**src/rtl/mux_scan_pkg.sv**
```systemverilog
// Shared definitions for the mux_scan slice: mode encodings and FSM states.
package mux_scan_pkg;

  localparam logic MODE_MANUAL = 1'b0;
  localparam logic MODE_SCAN   = 1'b1;

  typedef enum logic {
    ST_MANUAL = 1'b0,
    ST_SCAN   = 1'b1
  } scan_state_t;

endpackage

```
**src/rtl/mux_scan_next.sv**
```systemverilog
// Rotating priority encoder: finds the first set mask bit starting at (or just
// above) a start index, wrapping past the top channel back to channel 0.
module mux_scan_next #(
  parameter  int CHANNELS = 8,
  localparam int SEL_W    = $clog2(CHANNELS)
) (
  input  logic [CHANNELS-1:0] i_mask,
  input  logic [SEL_W-1:0]    i_start,
  input  logic                i_inclusive,
  output logic [SEL_W-1:0]    o_next,
  output logic                o_found,
  output logic                o_wrapped
);

  logic [31:0] w_startExt;

  assign w_startExt = 32'(i_start);

  // Walk the offsets in priority order; o_wrapped marks a hit that lies past the top channel.
  always_comb begin
    int                startNorm;
    int                sum;
    int                idx;
    logic [SEL_W-1:0]  idxSel;
    o_next    = '0;
    o_found   = 1'b0;
    o_wrapped = 1'b0;
    startNorm = (w_startExt < 32'(CHANNELS)) ? int'(w_startExt) : 0;
    sum       = 0;
    idx       = 0;
    idxSel    = '0;
    for (int o = 0; o <= CHANNELS; o++) begin
      if (!o_found && (i_inclusive ? (o < CHANNELS) : (o > 0))) begin
        sum    = startNorm + o;
        idx    = (sum >= CHANNELS) ? (sum - CHANNELS) : sum;
        idxSel = SEL_W'(idx);
        if (i_mask[idxSel]) begin
          o_found   = 1'b1;
          o_next    = idxSel;
          o_wrapped = (sum >= CHANNELS);
        end
      end
    end
  end

endmodule

```
**src/rtl/mux_scan.sv**
```systemverilog
// Registered N-way word mux with manual select and auto-scan over enabled
// channels, each scanned channel held for dwell+1 cycles.
module mux_scan
  import mux_scan_pkg::*;
#(
  parameter  int WIDTH    = 16,
  parameter  int CHANNELS = 8,
  parameter  int DWELL_W  = 8,
  localparam int SEL_W    = $clog2(CHANNELS)
) (
  input  logic                      clock,
  input  logic                      reset,
  input  logic [CHANNELS*WIDTH-1:0] in,
  input  logic [SEL_W-1:0]          sel,
  input  logic                      mode,
  input  logic [CHANNELS-1:0]       enable_mask,
  input  logic [DWELL_W-1:0]        dwell,
  output logic [WIDTH-1:0]          out,
  output logic [SEL_W-1:0]          out_sel,
  output logic                      out_valid,
  output logic                      wrap
);

  scan_state_t       r_state;
  scan_state_t       w_stateNext;
  logic [SEL_W-1:0]  r_cur;
  logic [SEL_W-1:0]  w_curNext;
  logic [DWELL_W-1:0] r_cnt;
  logic [DWELL_W-1:0] w_cntNext;
  logic [WIDTH-1:0]  r_out;
  logic [WIDTH-1:0]  w_outNext;
  logic [SEL_W-1:0]  r_outSel;
  logic [SEL_W-1:0]  w_outSelNext;
  logic              r_outValid;
  logic              w_outValidNext;
  logic              r_wrap;
  logic              w_wrapNext;
  logic              r_wrapPend;
  logic              w_wrapPendNext;

  logic [WIDTH-1:0]  w_words [CHANNELS];
  logic [31:0]       w_selExt;
  logic [31:0]       w_curExt;
  logic              w_selInRange;
  logic              w_curInRange;
  logic              w_curEnabled;
  logic [WIDTH-1:0]  w_selWord;
  logic [WIDTH-1:0]  w_curWord;
  logic              w_entering;
  logic [SEL_W-1:0]  w_searchStart;
  logic [SEL_W-1:0]  w_next;
  logic              w_found;
  logic              w_wrapped;

  for (genvar k = 0; k < CHANNELS; k++) begin : g_words
    assign w_words[k] = in[k*WIDTH +: WIDTH];
  end

  assign w_selExt     = 32'(sel);
  assign w_curExt     = 32'(r_cur);
  assign w_selInRange = (w_selExt < 32'(CHANNELS));
  assign w_curInRange = (w_curExt < 32'(CHANNELS));
  assign w_curEnabled = w_curInRange && enable_mask[r_cur];
  assign w_selWord    = w_selInRange ? w_words[sel] : '0;
  assign w_curWord    = w_curInRange ? w_words[r_cur] : '0;

  // The first scan edge searches inclusively from sel; later advances search strictly above cur.
  assign w_entering    = (mode == MODE_SCAN) && (r_state == ST_MANUAL);
  assign w_searchStart = w_entering ? sel : r_cur;

  mux_scan_next #(
    .CHANNELS (CHANNELS)
  ) u_next (
    .i_mask      (enable_mask),
    .i_start     (w_searchStart),
    .i_inclusive (w_entering),
    .o_next      (w_next),
    .o_found     (w_found),
    .o_wrapped   (w_wrapped)
  );

  // State simply tracks the mode input sampled on each edge.
  always_ff @(posedge clock or posedge reset) begin
    if (reset) begin
      r_state <= ST_MANUAL;
    end else begin
      r_state <= w_stateNext;
    end
  end

  // Next-state and datapath decisions; a wrap is owed at advance time and emitted with the first display of the new channel.
  always_comb begin
    w_stateNext    = (mode == MODE_SCAN) ? ST_SCAN : ST_MANUAL;
    w_curNext      = r_cur;
    w_cntNext      = r_cnt;
    w_outNext      = r_out;
    w_outSelNext   = r_outSel;
    w_outValidNext = r_outValid;
    w_wrapNext     = 1'b0;
    w_wrapPendNext = r_wrapPend;
    if ((mode == MODE_MANUAL) || (r_state == ST_MANUAL)) begin
      w_cntNext      = '0;
      w_wrapPendNext = 1'b0;
      if (w_selInRange) begin
        w_outNext      = w_selWord;
        w_outSelNext   = sel;
        w_outValidNext = 1'b1;
      end else begin
        w_outValidNext = 1'b0;
      end
      if (w_entering && w_found) begin
        w_curNext = w_next;
      end else begin
        w_curNext = sel;
      end
    end else if (enable_mask == '0) begin
      w_outValidNext = 1'b0;
      w_cntNext      = '0;
      w_wrapPendNext = 1'b0;
    end else if (!w_curEnabled) begin
      w_outValidNext = 1'b0;
      w_cntNext      = '0;
      w_curNext      = w_next;
      w_wrapPendNext = r_wrapPend | w_wrapped;
    end else begin
      w_outNext      = w_curWord;
      w_outSelNext   = r_cur;
      w_outValidNext = 1'b1;
      w_wrapNext     = r_wrapPend;
      w_wrapPendNext = 1'b0;
      if (r_cnt >= dwell) begin
        w_curNext      = w_next;
        w_cntNext      = '0;
        w_wrapPendNext = w_wrapped;
      end else begin
        w_cntNext = r_cnt + DWELL_W'(1);
      end
    end
  end

  // Datapath and output registers, all cleared immediately by reset.
  always_ff @(posedge clock or posedge reset) begin
    if (reset) begin
      r_cur      <= '0;
      r_cnt      <= '0;
      r_out      <= '0;
      r_outSel   <= '0;
      r_outValid <= 1'b0;
      r_wrap     <= 1'b0;
      r_wrapPend <= 1'b0;
    end else begin
      r_cur      <= w_curNext;
      r_cnt      <= w_cntNext;
      r_out      <= w_outNext;
      r_outSel   <= w_outSelNext;
      r_outValid <= w_outValidNext;
      r_wrap     <= w_wrapNext;
      r_wrapPend <= w_wrapPendNext;
    end
  end

  assign out       = r_out;
  assign out_sel   = r_outSel;
  assign out_valid = r_outValid;
  assign wrap      = r_wrap;

endmodule

```
**config.mk**
```make
export PLATFORM = sky130hd
export DESIGN_NAME = mux_scan
export DESIGN_NICKNAME = d
export VERILOG_FILES = /design/src/rtl/mux_scan_pkg.sv /design/src/rtl/mux_scan_next.sv /design/src/rtl/mux_scan.sv
export SDC_FILE = /design/constraint.sdc
export NUM_CORES = 1
export LEC_CHECK = 0
export ABC_AREA = 1
export BUFFER_PORTS_ARGS = -buffer_cell sky130_fd_sc_hd__clkbuf_2
export CAP_MARGIN = 20
export CELL_PAD_IN_SITES_DETAIL_PLACEMENT = 0
export CELL_PAD_IN_SITES_GLOBAL_PLACEMENT = 1
export CORE_MARGIN = 8
export CORE_UTILIZATION = 36
export CTS_CLUSTER_DIAMETER = 120
export DETAILED_ROUTE_END_ITERATION = 6
export PLACE_DENSITY_LB_ADDON = 0.1
export SKIP_LAST_GASP = 1
export SYNTH_ARGS = -nofsm -noshare
export SYNTH_HDL_FRONTEND = slang
export SYNTH_SLANG_ARGS = --single-unit
```
**constraint.sdc**
```tcl
create_clock -name clock -period 4.4 [get_ports clock]
set_input_delay 0.44 -clock clock [delete_from_list [all_inputs] [get_ports clock]]
set_output_delay 0.44 -clock clock [all_outputs]
set_load 0.02 [all_outputs]
```
# Yosys cells after proc, flatten, opt, wreduce, memory -nomap -nowiden
# Index checks and enable logic that the tools add are counted.
# Widths: inputs -> output; s select.
[word_totals] ram_bits=0 latchBits=0 memories=0 rom_bits=0 wordCells=192 reg_bits=34
[classes] shift=0 multipliers=0 add_sub_neg=18 n_eq_ne=3 mux=123 reduce_logical=10 n_lt_le_gt_ge=25 div_mod_pow=0 n_bitwise=5
[op_table] op="$ge 32x5->1 const B" count=9
[op_table] op="$mux 16" count=9
[op_table] op="$mux 3" count=38
[op_table] op="$bmux 16 s3" count=2
[op_table] op="$mux 1" count=60
[op_table] op="$lt 3x4->1 const B" count=13
[op_table] op="$mux 8" count=4
[op_table] op="$bmux 1 s3" count=10
[op_table] op="$sub 3x1->3 const B" count=9
[op_table] op="$add 3x3->4 const B" count=4
[op_table] op="$add 3x2->4 const B" count=2
[op_table] op="$add 8x1->8 const B" count=1
[op_table] op="$ge 4x4->1 const B" count=2
[op_table] op="$ge 8x8->1" count=1
[op_table] op="$logic_not 8->1" count=1
[op_table] op="$not 3->4" count=2
[op_table] op="$add 3x4->5 const B" count=1
[op_table] op="$add 3x1->4 const B" count=1
[op_table] op="$logic_and 1x1->1" count=4
[op_table] op="$ne 2x2->1 const B" count=2
[op_table] op="$ne 3x1->1 const B" count=1
[op_table] op="$reduce_and 3->1" count=1
[op_table] op="$not 1->1" count=2
[op_table] op="$reduce_and 2->1" count=1
[op_table] op="4 further kinds" count=4

# Longest topological paths before layout
# Gate-level depths: netlist (run 1).
[depth] word_depth=31 mapped_depth=23 depth_no_buf=22

# By module
# A second synthesis (run 1) with hierarchy kept.
[unflattened] hier_cells=933 area_unflattened_um2=5356.4
[modules_own_cells] module="mux_scan" cells_each=765 instances=1 seq_area_each_um2=850.8 area_each_um2=4356.7
[modules_own_cells] module="mux_scan_next" cells_each=168 instances=1 seq_area_each_um2=0.0 area_each_um2=999.7

# Worst setup path before layout (run 1)
# Ideal clock, no wire load.
[synth_timing] kind="input-to-reg" startpoint="in mode" endpoint="reg r_cur[0]" path_buffers=2 arrival_time_ns=2.530 cell_stages=21 path_slack_ns=1.754 path_cell_list="buf_4 nand2_4 nand2_4 nand2_4 buf_6 ha_1 inv_1 nand3_1 nand3_1 nand2_1 nand3_2 nor2_8 nand3_2 nor2_2 nand3_1 nand2_2 inv_2 nand2_1 nand2_1 nand2_1 nand2_1"
[synth_between] elab_chain_cells=30 elab_cells_between_ends=108
[synth_lines] item="start: declaration" line_no="mux_scan.sv:15" text="input logic mode,"
[synth_lines] item="parallel branches: the longest is 30 deep, another holds $ge 32x5->1"
[synth_lines] item="end signal: assignment" line_no="mux_scan.sv:152" text="r_cur <= w_curNext;"
[synth_lines] item="end: declaration" line_no="mux_scan.sv:26" text="logic [SEL_W-1:0] r_cur;"
# Parallel ways; which one is timed is not known. The select of a mux whose other input is x is not followed.
# A chain may end at the register's enable or synchronous reset.

# Worst setup path after layout (run 1)
[layout_timing] startpoint="reg r_cur[0]" endpoint="reg r_cur[0]"
[layout_between] elab_chain_cells=29 elab_cells_between_ends=106
[layout_lines] item="parallel branches: the longest is 29 deep, another holds $ge 32x5->1"
# Parallel ways; which one is timed is not known. The select of a mux whose other input is x is not followed.

==> results.sh, run 1 <==
export IMPL_dieArea_sq_um=17400
export IMPL_post_cts_buffers=0
export IMPL_numPortBuffers=170
export IMPL_synth_seq_cells=34
export IMPL_track_usage_pct=21.2
export IMPL_avgSynthCellArea_sq_um=5.54
export IMPL_cts_tree="yes"
export IMPL_remaining_drc_errors=0
export IMPL_cts_sinks=34
export IMPL_n_fill_cell=1478
export IMPL_placed_cell_area_sq_um=5770
export IMPL_hp_class="input port to asynchronous set/reset pin"
export IMPL_start_kind="register"
export IMPL_setup_violations=0
export IMPL_areaGrowthSynthToFinish_pct=23.8
export IMPL_syn_cell_area_sq_um=4840
export IMPL_htree_num_levels=2
export IMPL_antennaDiodeCount=0
export IMPL_max_freq_ghz=0.299
export IMPL_ctsResizeCount=0
export IMPL_vdd_drop_max_v=0.000225
export IMPL_die_x_um=132
export IMPL_vias_per_cell=5.35
export IMPL_finalInstanceArea_sq_um=5990
export IMPL_cts_made_buffers=5
export IMPL_fin_setup_tns_ns=0
export IMPL_clk_latency_ns=0.29
export IMPL_initialDrtViolationCount=551
export IMPL_num_rows=42
export IMPL_period_needed_ns=3.34
export IMPL_dr_total_vias=6351
export IMPL_crit_required_ns=4.57
export IMPL_clockRootBuffer="clkbuf_16"
export IMPL_worst_pin_slew_ns=0.920
export IMPL_crit_path_max_fanout=34
export IMPL_dp_slack_ns=1.13
export IMPL_finalHoldViolCount=0
export IMPL_synthDistinctLibCells=33
export IMPL_syn_nets=1035
export IMPL_end_kind="register"
export IMPL_hold_buffers=0
export IMPL_final_antenna_net_count=0
export IMPL_max_slew_margin_pct=38.7
export IMPL_critical_path_class="register to register"
export IMPL_layout_drive_gt1_share_pct=21.1
export IMPL_status="finished, final reports clean"
export IMPL_timing_hold_ws_ns=0.223
export IMPL_clock_path_buffers=2
export IMPL_fin_nets=1170
export IMPL_grt_pass1_vias=6260
export IMPL_post_drt_wl_per_cell_um=16.2
export IMPL_grt_pass1_wl_mm=30.8
export IMPL_grt_max_degree=106
export IMPL_fin_crit_sh_pct=76.0
export IMPL_leakage_nw=3.10
export IMPL_dr_pass1_iters=5
export IMPL_clk_pin_slew_worst_paths_ns=0.06
export IMPL_drv_cap=0
export IMPL_final_common_cell="o21ai_0"
export IMPL_routed_wl_mm=19.2
export IMPL_hpwl_mm=14.3
export IMPL_io_pins=171
export IMPL_layout_common_cells="o21ai_0, clkbuf_2, nand2_1"
export IMPL_fin_skew_ns=0.00448
export IMPL_antenna_found_initial=0
export IMPL_layout_setup_ws_ns=1.06
export IMPL_rsz0062_at_grt="no"
export IMPL_design_core_area_sq_um=13200
export IMPL_die_h_um=132
export IMPL_place_congestion=0.885
export IMPL_slew_viol_final=0
export IMPL_crit_arrival_ns=3.52
export IMPL_power_per_cell_area_nw_per_um2=524
export IMPL_synthCells=874
export IMPL_yosysSeqAreaShare_pct=17.6
export IMPL_yosys_warnings=0
export IMPL_initial_utilization_pct=36.7
export IMPL_grt_overflow_total=0
path summary, 6_finish.rpt:
kind / endpoint / slack (ns) / cells past startpoint / startpoint
setup / recovery: r_cur[0]$_DFFE_PP0P_ / 1.06 / 18 / r_cur[0]$_DFFE_PP0P_
hold / removal: out[13]$_DFFE_PP0P_ / 0.22 / 3 / reset
setup reg to reg: r_cur[0]$_DFFE_PP0P_ / 1.06 / 18 / r_cur[0]$_DFFE_PP0P_
hold reg to reg: wrap$_DFF_PP0_ / 0.49 / 2 / r_wrapPend$_DFF_PP0_
max in group asynchronous: r_cur[1]$_DFFE_PP0P_ / 3.81 / 3 / reset
min in group clock: r_state$_DFF_PP0_ / 0.44 / 1 / mode
cells by family (layout without fill, tap and decap cells):
kind of cell | after synthesis | in the layout | share of synthesized area [%]
and+or+nand+nor | 362 | 362 | 32.4
xor gates and xnor gates | 6 | 6 | 1.09
adders and majority gates | 11 | 11 | 2.84
buffers and inverters | 141 | 277 | 11.5
AOI/OAI and AO/OA | 320 | 320 | 34.6
DFF | 34 | 34 | 17.6
synth_stat cells, drive strengths merged:
| library cell | instances | area, sq um |
|---|---|---|
| buf | 19 | 96.3 |
| a21oi | 92 | 460 |
| inv | 85 | 319 |
| nand4 | 8 | 50.1 |
| nor4 | 2 | 12.5 |
| nand3 | 64 | 340 |
| and2 | 1 | 6.26 |
| xor2 | 5 | 43.8 |
| clkbuf | 36 | 135 |
| dfrtp | 34 | 851 |
| clkinv | 1 | 3.75 |
| o21a | 1 | 7.51 |
| o21ai | 208 | 1040 |
| a221oi | 16 | 140 |
| o2111a | 1 | 11.3 |
| nand3b | 3 | 22.5 |
| o211ai | 2 | 15.0 |
| nand2 | 168 | 663 |
| ha | 11 | 138 |
| nor3b | 1 | 7.51 |
| xnor2 | 1 | 8.76 |
| nor2 | 115 | 465 |
area by class of cell:
| cell class | count | area, sq um | area share [%] |
|---|---|---|---|
| timing repair buffer | 183 | 968 | 16.2 |
| inverter | 86 | 323 | 5.39 |
| clock inverter | 3 | 68.8 | 1.15 |
| clock buffer | 5 | 125 | 2.09 |
| sequential | 34 | 853 | 14.2 |
| multi-input combinational | 699 | 3430 | 57.3 |
| tap | 176 | 220 | 3.68 |
metrics by stage:
stage	utilization, %	power, mW	instances
after floorplan	-	2.09	874
after global placement	43.7	2.68	1177
after detailed placement	43.7	2.66	1177
after CTS	45.2	3.14	1185
after global routing	45.4	3.47	1186
final	45.4	3.14	1186
worst max-delay path, stage by stage (launching register included):
cell and delay, ns:
dfrtp_2 0.43, inv_2 0.53, nand2_1 0.20, nand2_1 0.33, ha_1 0.22, xor2_1 0.28
inv_1 0.10, nand2_1 0.11, nand2_2 0.12, nor2_8 0.18, nand3_2 0.11, nor2_2 0.12
nand3_1 0.09, nand2_2 0.10, inv_2 0.04, nand2_1 0.07, nand2_1 0.05, nand2_1 0.06
nand2_1 0.05
registers in the layout (all words and copies together), names as in the netlist:
| signal | cells |
|---|---|
| out_valid | 1 |
| r_cur | 3 |
| out_sel | 3 |
| r_wrapPend | 1 |
| r_cnt | 8 |
| wrap | 1 |
| r_state | 1 |
| out | 16 |
power by group:
group | internal [mW] | switching, mW | leakage, nW
logic | 0.693 | 1.44 | 2.59
registers | 0.416 | 0.122 | 0.420
clock network | 0.325 | 0.142 | 0.0940
metal layers:
| metal | part of all wire [%] | global-route usage, % | vias up |
|---|---|---|---|
| li1 | - | - | 3229 |
| met1 | 40 | 24.6 | 2863 |
| met2 | 49 | 36.5 | 220 |
| met3 | 7.0 | 5.53 | 39 |
| met4 | 3.1 | 8.23 | 0 |
| met5 | 0 | 0 | - |
Note: power is estimated with default switching activity, not from simulation.
==> run 2, diff against run 1 <==
--- a/config.mk
+++ b/config.mk
@@ -11,7 +11,7 @@
 export CELL_PAD_IN_SITES_DETAIL_PLACEMENT = 0
 export CELL_PAD_IN_SITES_GLOBAL_PLACEMENT = 1
 export CORE_MARGIN = 8
-export CORE_UTILIZATION = 36
+export CORE_UTILIZATION = 34
 export CTS_CLUSTER_DIAMETER = 120
 export DETAILED_ROUTE_END_ITERATION = 6
 export PLACE_DENSITY_LB_ADDON = 0.1
==> constraint.sdc (replaced) <==
create_clock -name clock -period 3.3 [get_ports clock]
set_input_delay 0.33 -clock clock [delete_from_list [all_inputs] [get_ports clock]]
set_output_delay 0.33 -clock clock [all_outputs]
set_load 0.02 [all_outputs]
==> results.sh, run 2 (synthesized netlist as in run 1, its figures left out) <==
export IMPL_worstReg2RegStart="r_state$_DFF_PP0_"
export IMPL_crit_end="r_cur[0]$_DFFE_PP0P_"
export IMPL_power_per_cell_area_nw_per_um2=684
export IMPL_grt_overflow_total=0
export IMPL_finalHoldViolCount=0
export IMPL_antenna_found_initial=0
export IMPL_cts_made_buffers=5
export IMPL_end_kind="register"
export IMPL_grt_pass1_vias=6231
export IMPL_die_h_um=135
export IMPL_drv_cap=0
export IMPL_clk_pin_slew_worst_paths_ns=0.06
export IMPL_grt_pass1_wl_mm=31.3
export IMPL_post_drt_wl_per_cell_um=16.3
export IMPL_htree_num_levels=2
export IMPL_setup_violations=0
export IMPL_cts_sinks=34
export IMPL_route_met3_wl_mm=1.21
export IMPL_layout_common_cells="o21ai_0, clkbuf_2, nand2_1"
export IMPL_reg2reg_depth=20
export IMPL_initial_utilization_pct=34.9
export IMPL_cts_tree="yes"
export IMPL_fin_setup_tns_ns=0
export IMPL_areaGrowthSynthToFinish_pct=23.3
export IMPL_max_slew_margin_pct=41.7
export IMPL_fin_crit_sh_pct=88.2
export IMPL_dieArea_sq_um=18300
export IMPL_remaining_drc_errors=0
export IMPL_routed_wl_mm=19.5
export IMPL_grt_max_degree=95
export IMPL_dp_slack_ns=0.374
export IMPL_final_cells=1194
export IMPL_finalInstanceArea_sq_um=5960
export IMPL_track_usage_pct=21.0
export IMPL_critical_path_class="register to register"
export IMPL_r2r_end="r_cur[0]$_DFFE_PP0P_"
export IMPL_clock_path_buffers=2
export IMPL_dr_pass1_iters=5
export IMPL_leakage_nw=3.09
export IMPL_final_antenna_net_count=0
export IMPL_hp_class="input port to asynchronous set/reset pin"
export IMPL_crit_required_ns=3.47
export IMPL_fin_skew_ns=0.00383
export IMPL_place_congestion=0.841
export IMPL_clk_latency_ns=0.28
export IMPL_crit_path_max_fanout=13
export IMPL_layout_setup_ws_ns=0.389
export IMPL_io_pins=171
export IMPL_slew_viol_final=0
export IMPL_crit_arrival_ns=3.08
export IMPL_met2RoutedLength_mm=9.65
export IMPL_wl_met1_mm=8.06
export IMPL_hold_buffers=0
export IMPL_worst_pin_slew_ns=0.874
export IMPL_rsz0062_at_grt="no"
export IMPL_period_needed_ns=2.91
export IMPL_max_freq_ghz=0.343
export IMPL_dp_cells=1186
export IMPL_antennaDiodeCount=0
export IMPL_final_common_cell="o21ai_0"
export IMPL_clockRootBuffer="clkbuf_16"
export IMPL_vias_per_cell=5.24
export IMPL_design_core_area_sq_um=13900
export IMPL_vdd_drop_max_v=0.000325
export IMPL_fin_nets=1174
export IMPL_initialDrtViolationCount=427
export IMPL_numPortBuffers=170
export IMPL_die_x_um=135
export IMPL_dr_total_vias=6251
export IMPL_post_cts_buffers=0
export IMPL_start_kind="register"
export IMPL_rrSetupSlack_ns=0.39
export IMPL_placed_cell_area_sq_um=5810
export IMPL_layout_drive_gt1_share_pct=21.4
export IMPL_hpwl_mm=14.8
export IMPL_ctsResizeCount=0
export IMPL_cp_startpoint="r_state$_DFF_PP0_"
export IMPL_status="finished, final reports clean"
export IMPL_num_rows=43
export IMPL_top_layer_used="met4"
export IMPL_largest_reg_flops=16
## run 2: cell types whose count changed in the layout (fill, tap and decap cells not counted), sizes merged
cell	previous run	this run
bufinv	2	0
buf	13	17
clkbuf	175	176
clkinvlp	0	1
## run 2: per-layer routing
layer  track usage (%)  vias to the layer above
met1              23.8                     2808
met3              4.93                       28
met2              37.6                      187
li1                  -                     3228
met5                 0                        -
met4              7.16                        0
## run 2: area by class of cell
| type | count | area (sq um) |
|---|---|---|
| well taps | 180 | 225 |
| inverters | 86 | 323 |
| clock inverters | 2 | 12.5 |
| repair buffers | 187 | 978 |
| fillers | 1607 | 7920 |
| clock buffers | 6 | 139 |
| flip-flops and latches | 34 | 853 |
| multi-input cells | 699 | 3430 |
## run 2: worst max-delay path, cell delays in order (launching register included)
cell and delay [ns]:
dfrtp_1 0.42, inv_2 0.14, nand2_4 0.10, nand2_4 0.12, nand2_4 0.12, ha_1 0.39
inv_1 0.13, nand3_1 0.14, nand3_1 0.08, nand2_1 0.16, nand3_2 0.15, nor2_8 0.17
nand3_2 0.10, nor2_2 0.12, nand3_1 0.09, nand2_2 0.11, inv_2 0.04, nand2_1 0.07
nand2_1 0.05, nand2_1 0.06, nand2_1 0.04
## run 2: worst min-delay path by stage
stage               slack, ns                 start                 end  depth (start not counted)
floorplan                0.36                  mode   r_state$_DFF_PP0_                          0
global placement         0.48  r_wrapPend$_DFF_PP0_      wrap$_DFF_PP0_                          2
detailed placement       0.49  r_wrapPend$_DFF_PP0_      wrap$_DFF_PP0_                          2
CTS                      0.23                 reset  out[0]$_DFFE_PP0P_                          2
global route             0.29                 reset  out[0]$_DFFE_PP0P_                          2
finish                   0.21                 reset  out[0]$_DFFE_PP0P_                          2
## run 2: through the flow
step	hold WS [ns]	utilization (%)	power, mW
6_report	0.205	43.0	4.08
3_5_place_dp	0.492	41.9	3.61
3_3_place_gp	0.479	41.9	3.63
4_1_cts	0.232	43.0	4.10
2_1_floorplan	0.361	-	2.79
5_1_grt	0.293	43.0	4.52
## run 2: report_power, final
part	total [mW]	internal, mW	switching (mW)
Clock	0.482	0.299	0.183
Combinational	2.89	0.930	1.96
Sequential	0.704	0.555	0.148
Total	4.08	1.78	2.29
==> run 3, diff against run 2 <==
==> constraint.sdc (replaced) <==
create_clock -name clock -period 2.9 [get_ports clock]
set_input_delay 0.29 -clock clock [delete_from_list [all_inputs] [get_ports clock]]
set_output_delay 0.29 -clock clock [all_outputs]
set_load 0.02 [all_outputs]
==> results.sh, run 3 (synthesized netlist as in run 1, its figures left out) <==
export IMPL_status="finished, final reports clean"
export IMPL_path_depth=20
export IMPL_remaining_drc_errors=0
export IMPL_critical_path_class="register to register"
export IMPL_p_total_mw=4.79
export IMPL_dieArea_sq_um=18300
export IMPL_antenna_found_initial=0
export IMPL_initial_utilization_pct=34.9
export IMPL_htree_num_levels=2
export IMPL_end_kind="register"
export IMPL_layout_common_cells="o21ai_0, clkbuf_2, nand2_1"
export IMPL_grt_pass1_wl_mm=31.5
export IMPL_crit_path_max_fanout=7
export IMPL_grt_pass1_vias=6341
export IMPL_min_delay_path_depth=1
export IMPL_place_congestion=0.846
export IMPL_final_cells=1209
export IMPL_leakage_nw=3.16
export IMPL_final_antenna_net_count=0
export IMPL_period_needed_ns=2.60
export IMPL_cts_made_buffers=5
export IMPL_finalHoldViolCount=0
export IMPL_critPathSlowestCell="dfrtp_2"
export IMPL_worst_pin_slew_ns=0.838
export IMPL_largest_reg_flops=16
export IMPL_layout_drive_gt1_share_pct=22.4
export IMPL_cp_cell_sequence="inv_4 > nand2_4 > nand2_1 > nand2_1 > ha_4 > inv_1 > nand3_1 > nand3_1 > nand2_2 > nand3_4 > nor2_8 > nand3_2 > nor2_4 > nand3_1 > nand2_2 > inv_2 > nand2_1 > nand2_1 > nand2_1 > nand2_1"
export IMPL_dr_pass1_iters=5
export IMPL_vias_per_cell=5.25
export IMPL_vdd_drop_max_v=0.000317
export IMPL_design_core_area_sq_um=13900
export IMPL_crit_arrival_ns=2.77
export IMPL_num_rows=43
export IMPL_crit_required_ns=3.07
export IMPL_routed_wl_mm=19.6
export IMPL_clockRootBuffer="clkbuf_16"
export IMPL_fin_crit_sh_pct=89.8
export IMPL_initialDrtViolationCount=561
export IMPL_reg2reg_depth=20
export IMPL_max_freq_ghz=0.384
export IMPL_crit_buf_inv=3
export IMPL_max_slew_margin_pct=44.1
export IMPL_dr_total_vias=6343
export IMPL_die_h_um=135
export IMPL_hpwl_mm=15.0
export IMPL_clk_latency_ns=0.28
export IMPL_fin_nets=1189
export IMPL_critical_path_max_stage_delay_ns=0.44
export IMPL_grt_max_degree=97
export IMPL_crit_family="simple AND/OR/NAND/NOR gates"
export IMPL_clk_pin_slew_worst_paths_ns=0.06
export IMPL_cts_sinks=34
export IMPL_dp_cells=1196
export IMPL_fin_skew_ns=0.00521
export IMPL_slew_viol_final=0
export IMPL_clock_path_buffers=2
export IMPL_setup_violations=0
export IMPL_io_pins=171
export IMPL_hp_class="input port to register"
export IMPL_drv_cap=0
export IMPL_final_common_cell="o21ai_0"
export IMPL_power_per_cell_area_nw_per_um2=784
export IMPL_numPortBuffers=170
export IMPL_areaGrowthSynthToFinish_pct=26.4
export IMPL_cpMostUsedCell="nand2_1"
export IMPL_grt_overflow_total=0
export IMPL_start_kind="register"
export IMPL_cts_tree="yes"
export IMPL_track_usage_pct=21.0
export IMPL_die_x_um=135
export IMPL_fin_setup_tns_ns=0
export IMPL_antennaDiodeCount=0
export IMPL_post_drt_wl_per_cell_um=16.2
==> run 3: changes by cell type in the layout (fill, tap and decap cells not counted), sizes merged <==
cell         change
clkbuf           +2
clkinv           -1
buf             +14
dlygate4sd3      +1
clkinvlp         -1
==> run 3: area by class of cell <==
cell class	count	area (sq um)
Clock buffer	8	136
Inverter	86	325
Sequential cell	34	855
Timing Repair Buffer	202	1110
Fill cell	1618	7760
Tap cell	180	225
Multi-Input combinational cell	699	3460
==> run 3: worst register-to-register path: stages, from the launching register on <==
cell and delay, ns:
dfrtp_2 0.44, inv_4 0.10, nand2_4 0.09, nand2_1 0.07
nand2_1 0.09, ha_4 0.31, inv_1 0.10, nand3_1 0.12
nand3_1 0.09, nand2_2 0.13, nand3_4 0.11, nor2_8 0.16
nand3_2 0.11, nor2_4 0.11, nand3_1 0.08, nand2_2 0.10
inv_2 0.04, nand2_1 0.07, nand2_1 0.05, nand2_1 0.06
nand2_1 0.05
==> run 3: worst paths after layout <==
kind                                 startpoint              endpoint  slack [ns]
min in group asynchronous                 reset    out[6]$_DFFE_PP0P_        0.50
hold reg to reg            r_wrapPend$_DFF_PP0_        wrap$_DFF_PP0_        0.49
hold / removal                             mode     r_state$_DFF_PP0_        0.27
max in group asynchronous                 reset    out[8]$_DFFE_PP0P_        1.76
setup reg to reg              r_state$_DFF_PP0_  r_cur[0]$_DFFE_PP0P_        0.30
setup / recovery              r_state$_DFF_PP0_  r_cur[0]$_DFFE_PP0P_        0.30
==> run 3: power breakdown <==
group          internal, mW  switching (mW)
sequential            0.633           0.136
clock                 0.319           0.191
combinational          1.19            2.33
total                  2.14            2.65
==> run 3: per-stage QoR <==
stage | instance area, sq um | hold WS [ns] | setup WS (ns) | utilization (%)
6_report | 6120 | 0.267 | 0.296 | 44.1
3_5_place_dp | 5890 | 0.477 | 0.113 | 42.4
5_1_grt | 6120 | 0.267 | -0.00310 | 44.1
4_1_cts | 6020 | 0.266 | 0.0954 | 43.4
2_1_floorplan | 4840 | 0.321 | 0.314 | -
3_3_place_gp | 5890 | 0.479 | 0.146 | 42.4
==> run 3: routing by layer <==
metal | up-vias | track usage [%] | share of wire [%]
li1 | 3255 | - | -
met1 | 2873 | 23.6 | 41
met2 | 186 | 38.4 | 51
met3 | 29 | 4.90 | 5.8
met4 | 0 | 6.29 | 2.6
met5 | - | 0 | 0
==> run 3: repair_timing <==
item | CTS | global route
endpoints found under the hold margin | 0 | 4
setup endpoints to repair | 0 | 4
buffers inserted | 0 | 3
hold buffers | 0 | 1
gates resized for setup | 0 | 6
